==> config.mk <==
export PLATFORM = sky130hd
export DESIGN_NAME = reg_file
export DESIGN_NICKNAME = d
export VERILOG_FILES = /design/src/rtl/riscv_pkg.sv /design/src/rtl/reg_scoreboard.sv /design/src/rtl/reg_file.sv
export SDC_FILE = /design/constraint.sdc
export NUM_CORES = 2
export LEC_CHECK = 0
export CAP_MARGIN = 5
export CORE_MARGIN = 2
export CORE_UTILIZATION = 57
export DETAILED_ROUTE_END_ITERATION = 10
export HOLD_SLACK_MARGIN = 0.12
export PLACE_DENSITY = 0.88
export SLEW_MARGIN = 30
export SYNTH_ARGS = -nofsm -noshare
export SYNTH_HDL_FRONTEND = slang
export SYNTH_SLANG_ARGS = --single-unit
==> constraint.sdc <==
create_clock -name clk -period 2.65 [get_ports clk]
set_input_delay 0.53 -clock clk [delete_from_list [all_inputs] [get_ports clk]]
set_output_delay 0.53 -clock clk [all_outputs]
set_load 0.01 [all_outputs]
==> src/rtl/riscv_pkg.sv <==
// Shared RV32I pipeline definitions: data width, register addressing and
// writeback source-select encodings.
package riscv_pkg;

    localparam int XLEN       = 32;
    localparam int REG_ADDR_W = 5;

    localparam logic [REG_ADDR_W-1:0] REG_ZERO = 5'd0;

    // mem_to_reg encodings, shared with the WB stage
    localparam logic [1:0] MTR_ALU = 2'b00;
    localparam logic [1:0] MTR_MEM = 2'b01;

endpackage

==> src/rtl/reg_scoreboard.sv <==
// Load-use scoreboard: one busy bit per register, set on load issue, cleared on
// writeback commit or flush, with the busy lookups masked for a retiring producer.
module reg_scoreboard
    import riscv_pkg::*;
#(
    parameter int NREGS = 32
) (
    input  logic                  clk,
    input  logic                  rst,
    input  logic                  wb_reg_write_en,
    input  logic [REG_ADDR_W-1:0] wb_rd_addr,
    input  logic                  ld_issue_en,
    input  logic [REG_ADDR_W-1:0] ld_rd_addr,
    input  logic                  flush,
    input  logic [REG_ADDR_W-1:0] rs1_addr,
    input  logic [REG_ADDR_W-1:0] rs2_addr,
    output logic                  rs1_busy,
    output logic                  rs2_busy
);

    logic [NREGS-1:0] busy_r;
    logic [NREGS-1:0] busy_nxt_s;

    // Next busy vector: clear the retiring register first so a same-address issue wins.
    always_comb begin
        busy_nxt_s = busy_r;
        if (wb_reg_write_en) begin
            busy_nxt_s[wb_rd_addr] = 1'b0;
        end else begin
            busy_nxt_s = busy_r;
        end
        if (ld_issue_en && (ld_rd_addr != REG_ZERO)) begin
            busy_nxt_s[ld_rd_addr] = 1'b1;
        end else begin
            busy_nxt_s[0] = busy_nxt_s[0];
        end
        busy_nxt_s[0] = 1'b0;
    end

    // Busy register: flush outranks any issue in the same cycle.
    always_ff @(posedge clk) begin
        if (rst) begin
            busy_r <= '0;
        end else if (flush) begin
            busy_r <= '0;
        end else begin
            busy_r <= busy_nxt_s;
        end
    end

    // Busy lookups, hidden when the producer retires this cycle.
    always_comb begin
        rs1_busy = 1'b0;
        rs2_busy = 1'b0;
        if (rs1_addr != REG_ZERO) begin
            rs1_busy = busy_r[rs1_addr] & ~(wb_reg_write_en & (wb_rd_addr == rs1_addr));
        end else begin
            rs1_busy = 1'b0;
        end
        if (rs2_addr != REG_ZERO) begin
            rs2_busy = busy_r[rs2_addr] & ~(wb_reg_write_en & (wb_rd_addr == rs2_addr));
        end else begin
            rs2_busy = 1'b0;
        end
    end

endmodule

==> src/rtl/reg_file.sv <==
// RV32I integer register file: x1-x31 storage, two combinational read ports with
// writeback bypass, and the load-use scoreboard for ID stalls.
module reg_file #(
    parameter int XLEN  = riscv_pkg::XLEN,
    parameter int NREGS = 32
) (
    input  logic                             clk,
    input  logic                             rst,
    input  logic                             wb_reg_write_en,
    input  logic [riscv_pkg::REG_ADDR_W-1:0] wb_rd_addr,
    input  logic [XLEN-1:0]                  wb_data,
    input  logic [riscv_pkg::REG_ADDR_W-1:0] rs1_addr,
    input  logic [riscv_pkg::REG_ADDR_W-1:0] rs2_addr,
    output logic [XLEN-1:0]                  rs1_data,
    output logic [XLEN-1:0]                  rs2_data,
    input  logic                             ld_issue_en,
    input  logic [riscv_pkg::REG_ADDR_W-1:0] ld_rd_addr,
    input  logic                             flush,
    output logic                             rs1_busy,
    output logic                             rs2_busy
);

    import riscv_pkg::REG_ZERO;

    // x0 has no storage; it reads as constant zero.
    logic [XLEN-1:0] regs_r [1:NREGS-1];
    logic            wr_hit_s;

    assign wr_hit_s = wb_reg_write_en && (wb_rd_addr != REG_ZERO);

    // Register array write; reset clears every stored register.
    always_ff @(posedge clk) begin
        if (rst) begin
            for (int i = 1; i < NREGS; i++) begin
                regs_r[i] <= '0;
            end
        end else if (wr_hit_s) begin
            regs_r[wb_rd_addr] <= wb_data;
        end else begin
            regs_r <= regs_r;
        end
    end

    // Read ports: x0 is zero, a same-cycle writeback to the address is forwarded.
    always_comb begin
        rs1_data = '0;
        rs2_data = '0;
        if (rs1_addr == REG_ZERO) begin
            rs1_data = '0;
        end else if (wr_hit_s && (wb_rd_addr == rs1_addr)) begin
            rs1_data = wb_data;
        end else begin
            rs1_data = regs_r[rs1_addr];
        end
        if (rs2_addr == REG_ZERO) begin
            rs2_data = '0;
        end else if (wr_hit_s && (wb_rd_addr == rs2_addr)) begin
            rs2_data = wb_data;
        end else begin
            rs2_data = regs_r[rs2_addr];
        end
    end

    reg_scoreboard #(
        .NREGS(NREGS)
    ) u_scoreboard (
        .clk            (clk),
        .rst            (rst),
        .wb_reg_write_en(wb_reg_write_en),
        .wb_rd_addr     (wb_rd_addr),
        .ld_issue_en    (ld_issue_en),
        .ld_rd_addr     (ld_rd_addr),
        .flush          (flush),
        .rs1_addr       (rs1_addr),
        .rs2_addr       (rs2_addr),
        .rs1_busy       (rs1_busy),
        .rs2_busy       (rs2_busy)
    );

endmodule

==> results of run 1 <==
-- routing by layer --
metal,overflow,GRT usage (%)
met1,1,73.3
met2,1,85.1
met3,0,70.7
met4,4,72.6
met5,0,55.9
-- Yosys cell counts (all sizes together), types with 12 or more instances --
master and n:
buf 137, a221oi 74, a22oi 125, o21ai 49
a21oi 1060, o2111ai 21, nor3 41, a211oi 22
nor2 151, mux4 312, mux2i 323, a22o 42
inv 14, nand2 2177, nand3 58, nor2b 18
clkbuf 535, mux2 109, dfxtp 1023, o22ai 23
o221ai 12
-- cells by family after synthesis --
logic type | count (synthesis)
buffers and inverters | 686
muxes | 744
xor gates and xnor gates | 10
AOI/OAI and AO/OA | 1474
DFF | 1023
and+or+nand+nor | 2505
-- metrics by stage --
| stage | setup TNS (ps) | std cells | setup slack [ps] | utilization [%] |
|---|---|---|---|---|
| 2_1_floorplan | -2840 | 6442 | -152 | - |
| 3_5_place_dp | -83720 | 7975 | -1440 | 67.2 |
| 4_1_cts | -19380 | 8280 | -505 | 74.8 |
| 3_3_place_gp | -75400 | 7975 | -1450 | 67.2 |
-- repair_timing --
item / CTS
resized for setup: 845
cloned: 18
pin swaps: 147
setup endpoints to repair: 66
buffers inserted: 119
==> metrics.txt, run 1 <==
tool error=[ERROR GRT-0232] Routing congestion too high. Check the congestion heatmap in the GUI.; syn avg cell area=8.25 µm²; IO buf count=122; top cells by area, synth=dfxtp_1, nand2_1, mux4_2; post-synthesis sequential area ratio=38.5%; Post-CTS Hold Fix Bufs=0; Post-synth EDFFs=0; clk sink count=1023; post-synthesis xor/xnor area fraction=0.165%; Root Buffer=clkbuf_16; Yosys warning count=0; Fail Step=5_1_grt; largest net degree at the start of global routing=111; Starting Density=57.7%; Placer Congestion=1.01; HPWL after DPL=147 mm; Main synth FF type=dfxtp_1; row cnt=111; FFs w/ async S/R, synth=0%; post-synth cell types=53; Synth top area share=38.5%; I/O Pins=123; Yosys reg bits=1023; Synthesized Nets=6499; Total GRT Usage=75.5%; Post-DP Area=61900 µm²; Post-Synth Adder-Cell Area=0%; DIE HEIGHT=309 µm; area fraction in compound gates after synthesis=15.9%; TritonCTS Buffers=106; status=stopped before the end; simple-gate area share of the yosys netlist=18.5%; die width=309 µm; clk buf depth=3; Yosys top cell by area=dfxtp_1; Post-Syn Area=53100 µm²; post-synthesis mux area share=21.6%; CTS H-tree depth=3; cell count after synthesis=6442; largest family of logic cells by synthesized area=multiplexers; global route total overflow=6
==> run 2: changes to the inputs <==
CORE_UTILIZATION = 40   (was 57)
HOLD_SLACK_MARGIN = not set   (was 0.12)
PLACE_DENSITY = not set   (was 0.88)
PLACE_DENSITY_LB_ADDON = 0.15   (was not set)
clock period = 3.4 ns   (was 2.65 ns; I/O delays follow)
==> run 2 against run 1 <==
The flow now finishes, with violations (setup timing). Synthesized area is the same. Synthesized cell count is the same.
==> metrics.txt, run 2 <==
TritonCTS clock tree=done; DP Cell Count=8332 (+4.5%); Fmax=287 MHz; Yosys reg bits=1023 (unchanged); RSZ-0062 raised after global routing=true; post-synthesis sequential area ratio=38.5% (unchanged); cell count after synthesis=6442 (unchanged); pwr/cell area=437 nW/µm²; core area=132000 µm²; final setup violation count=14; Worst R2R Path Depth=3; DIE HEIGHT=368 µm (+19%); Yosys warning count=0 (unchanged); WL/cell=30.2 µm; Post-Syn Area=53100 µm² (unchanged); fin crit share=102%; Internal=21.5 mW; share of layout cells above drive strength 1=25.2%; Leak=24.2 nW; sequential share of power=41.1%; Design Area, Final=67700 µm²; top cells by area, synth=dfxtp_1, nand2_1, mux4_2; fill cell count=12181; antenna violations before repair=3; clock share of power=45.2%; Hold Path End=regs_r[103]$_SDFFE_PP0P_; reg2reg setup slack=2670 ps; pre-CTS setup slack=-1070 ps (+378 ps); HPWL after DPL=169 mm (+15%); Synth top area share=38.5% (unchanged); status=finished with violations; Sw Pwr=8.11 mW; I/O Pins=123 (unchanged); Final #Nets=6847; Yosys top cell by area=dfxtp_1; router iterations before antenna repair=6; end of the worst register-to-register path=regs_r[39]$_SDFFE_PP0P_; Max Fanout on Critical Path=8; die width=368 µm (+19%); Final Critical Period=3480 ps; total of max-cap violations=0; failing checks=setup timing; vias per cell=6.22; CTS H-tree depth=3 (unchanged); post-route insts no fill=8643; WL final=261 mm; Crit Path Category=input port to output port; Main synth FF type=dfxtp_1; Worst-Skew Late Latency=740 ps; Root Buffer=clkbuf_16; Synthesized Nets=6499 (unchanged); Hold Path Origin=rst; Worst Setup End Kind=output port; Iteration-0 DRC Markers=7855; vias in the first global route=50074; peak supply drop=439 µV; Commonest cells post-synth=nand2_1, a21oi_1, dfxtp_1; setup TNS=-380 ps; clk buf depth=3 (unchanged); Biggest register=regs_r; syn avg cell area=8.25 µm² (unchanged); DRC viols=0; post-synth cell types=53 (unchanged); global route total overflow=0; fin. max-slew vios=0; Post-synth EDFFs=0 (unchanged); Post-DP Area=61200 µm² (-1.2%); IO buf count=122 (unchanged); max reg flops=992; Final Core Density=51.4%; Hold Crit Class=input port to flop; Clock transition at path regs=60 ps; Vias=53732; Largest regs=regs_r (992), u_scoreboard.busy_r (31); FFs w/ async S/R, synth=0% (unchanged); commonest non-fill, non-tap cell in the layout=nand2_1; Slew Limit Headroom=38.3%; Comb pwr share=13.7%; Die ar.=136000 µm²; clk sink count=1023 (unchanged); most frequent cells in the layout=nand2_1, a21oi_1, dfxtp_1, buf_4, mux2i_1; Reg-to-Reg Start=regs_r[39]$_SDFFE_PP0P_; first-pass GRT wire length=365 mm; worst hold slack=338 ps; Setup crit start kind=input port; Worst Slack Setup Final=-84.7 ps; count leader, synth=nand2_1; Total GRT Usage=37.1%; Layout area overhead=27.4%; TritonCTS Buffers=117 (+10%); row cnt=133 (+20%); CP arrival=2800 ps; Clock Skew=0 ps; Placer Congestion=0.939 (-7.5%); Worst-Margin Slew=922 ps; Total Power=29.6 mW; Starting Density=40.4% (-17 points); Final Hold Vio Count=0; Data required, critical path=2720 ps; switch share=27.4%; hold depth=2; ANT nets after route=0; largest net degree at the start of global routing=126
-- run 2: final cells by class --
class | instances | area (µm²) | area share [%]
Antenna cell | 3 | 7.51 | 0.0111
Clock buffer | 176 | 3560 | 5.26
Clock inverter | 38 | 439 | 0.649
Inverter | 14 | 52.6 | 0.0776
Multi-Input combinational cell | 4733 | 31200 | 46.1
Sequential cell | 1023 | 20500 | 30.3
Tap cell | 1755 | 2200 | 3.24
Timing Repair Buffer | 901 | 9710 | 14.3
-- run 2: how the worst max path moves through the flow --
stage,startpoint,end,cells past startpoint
2_1_floorplan,wb_rd_addr[4],rs1_data[17],9
3_3_place_gp,wb_rd_addr[2],rs1_data[28],11
3_5_place_dp,wb_rd_addr[2],rs1_data[24],11
4_1_cts,regs_r[291]$_SDFFE_PP0P_,rs2_data[3],7
5_1_grt,regs_r[355]$_SDFFE_PP0P_,rs2_data[3],7
6_report,rs2_addr[1],rs2_data[3],9
-- run 2: per-layer routing --
layer / track usage, % / share of wire [%] / vias to the layer above
met5: 0 / 0.0042 / -
met2: 55.1 / 43 / 3579
met4: 21.9 / 6.9 / 2
li1: - / - / 23088
met1: 48.6 / 38 / 26275
met3: 9.44 / 12 / 788
-- run 2: timing repair --
| action | 4_1_cts | 5_1_grt |
|---|---|---|
| pin swaps | 79 | 42 |
| cloned | 13 | 6 |
| setup endpoints to repair | 66 | 65 |
| gates resized for setup | 492 | 144 |
| setup buffers | 60 | 30 |
| hold buffers | 0 | 0 |
-- run 2: kinds of logic after synthesis --
logic type      after synthesis  share of synthesized area, %
compound gates             1474                          15.9
buf+inv                     686                          5.28
flops                      1023                          38.5
mux                         744                          21.6
xor+xnor                     10                         0.165
simple gates               2505                          18.5
-- run 2: worst max-delay path, stage by stage --
cell	delay, ps
buf_16	190
buf_4	170
mux4_2	500
mux2_4	320
a221oi_4	340
buf_6	190
nor3_2	50
a21o_1	190
buf_2	150
-- run 2: power groups by stage --
stage,sequential [mW],combinational [mW],clock [mW]
final,12.1,4.05,13.4
after global routing,12.1,4.12,13.9
after CTS,12.1,3.80,13.4
after detailed placement,12.4,3.60,0
after global placement,12.4,3.60,0
after floorplan,12.4,1.65,0
Power figures use the tool's default switching activity.
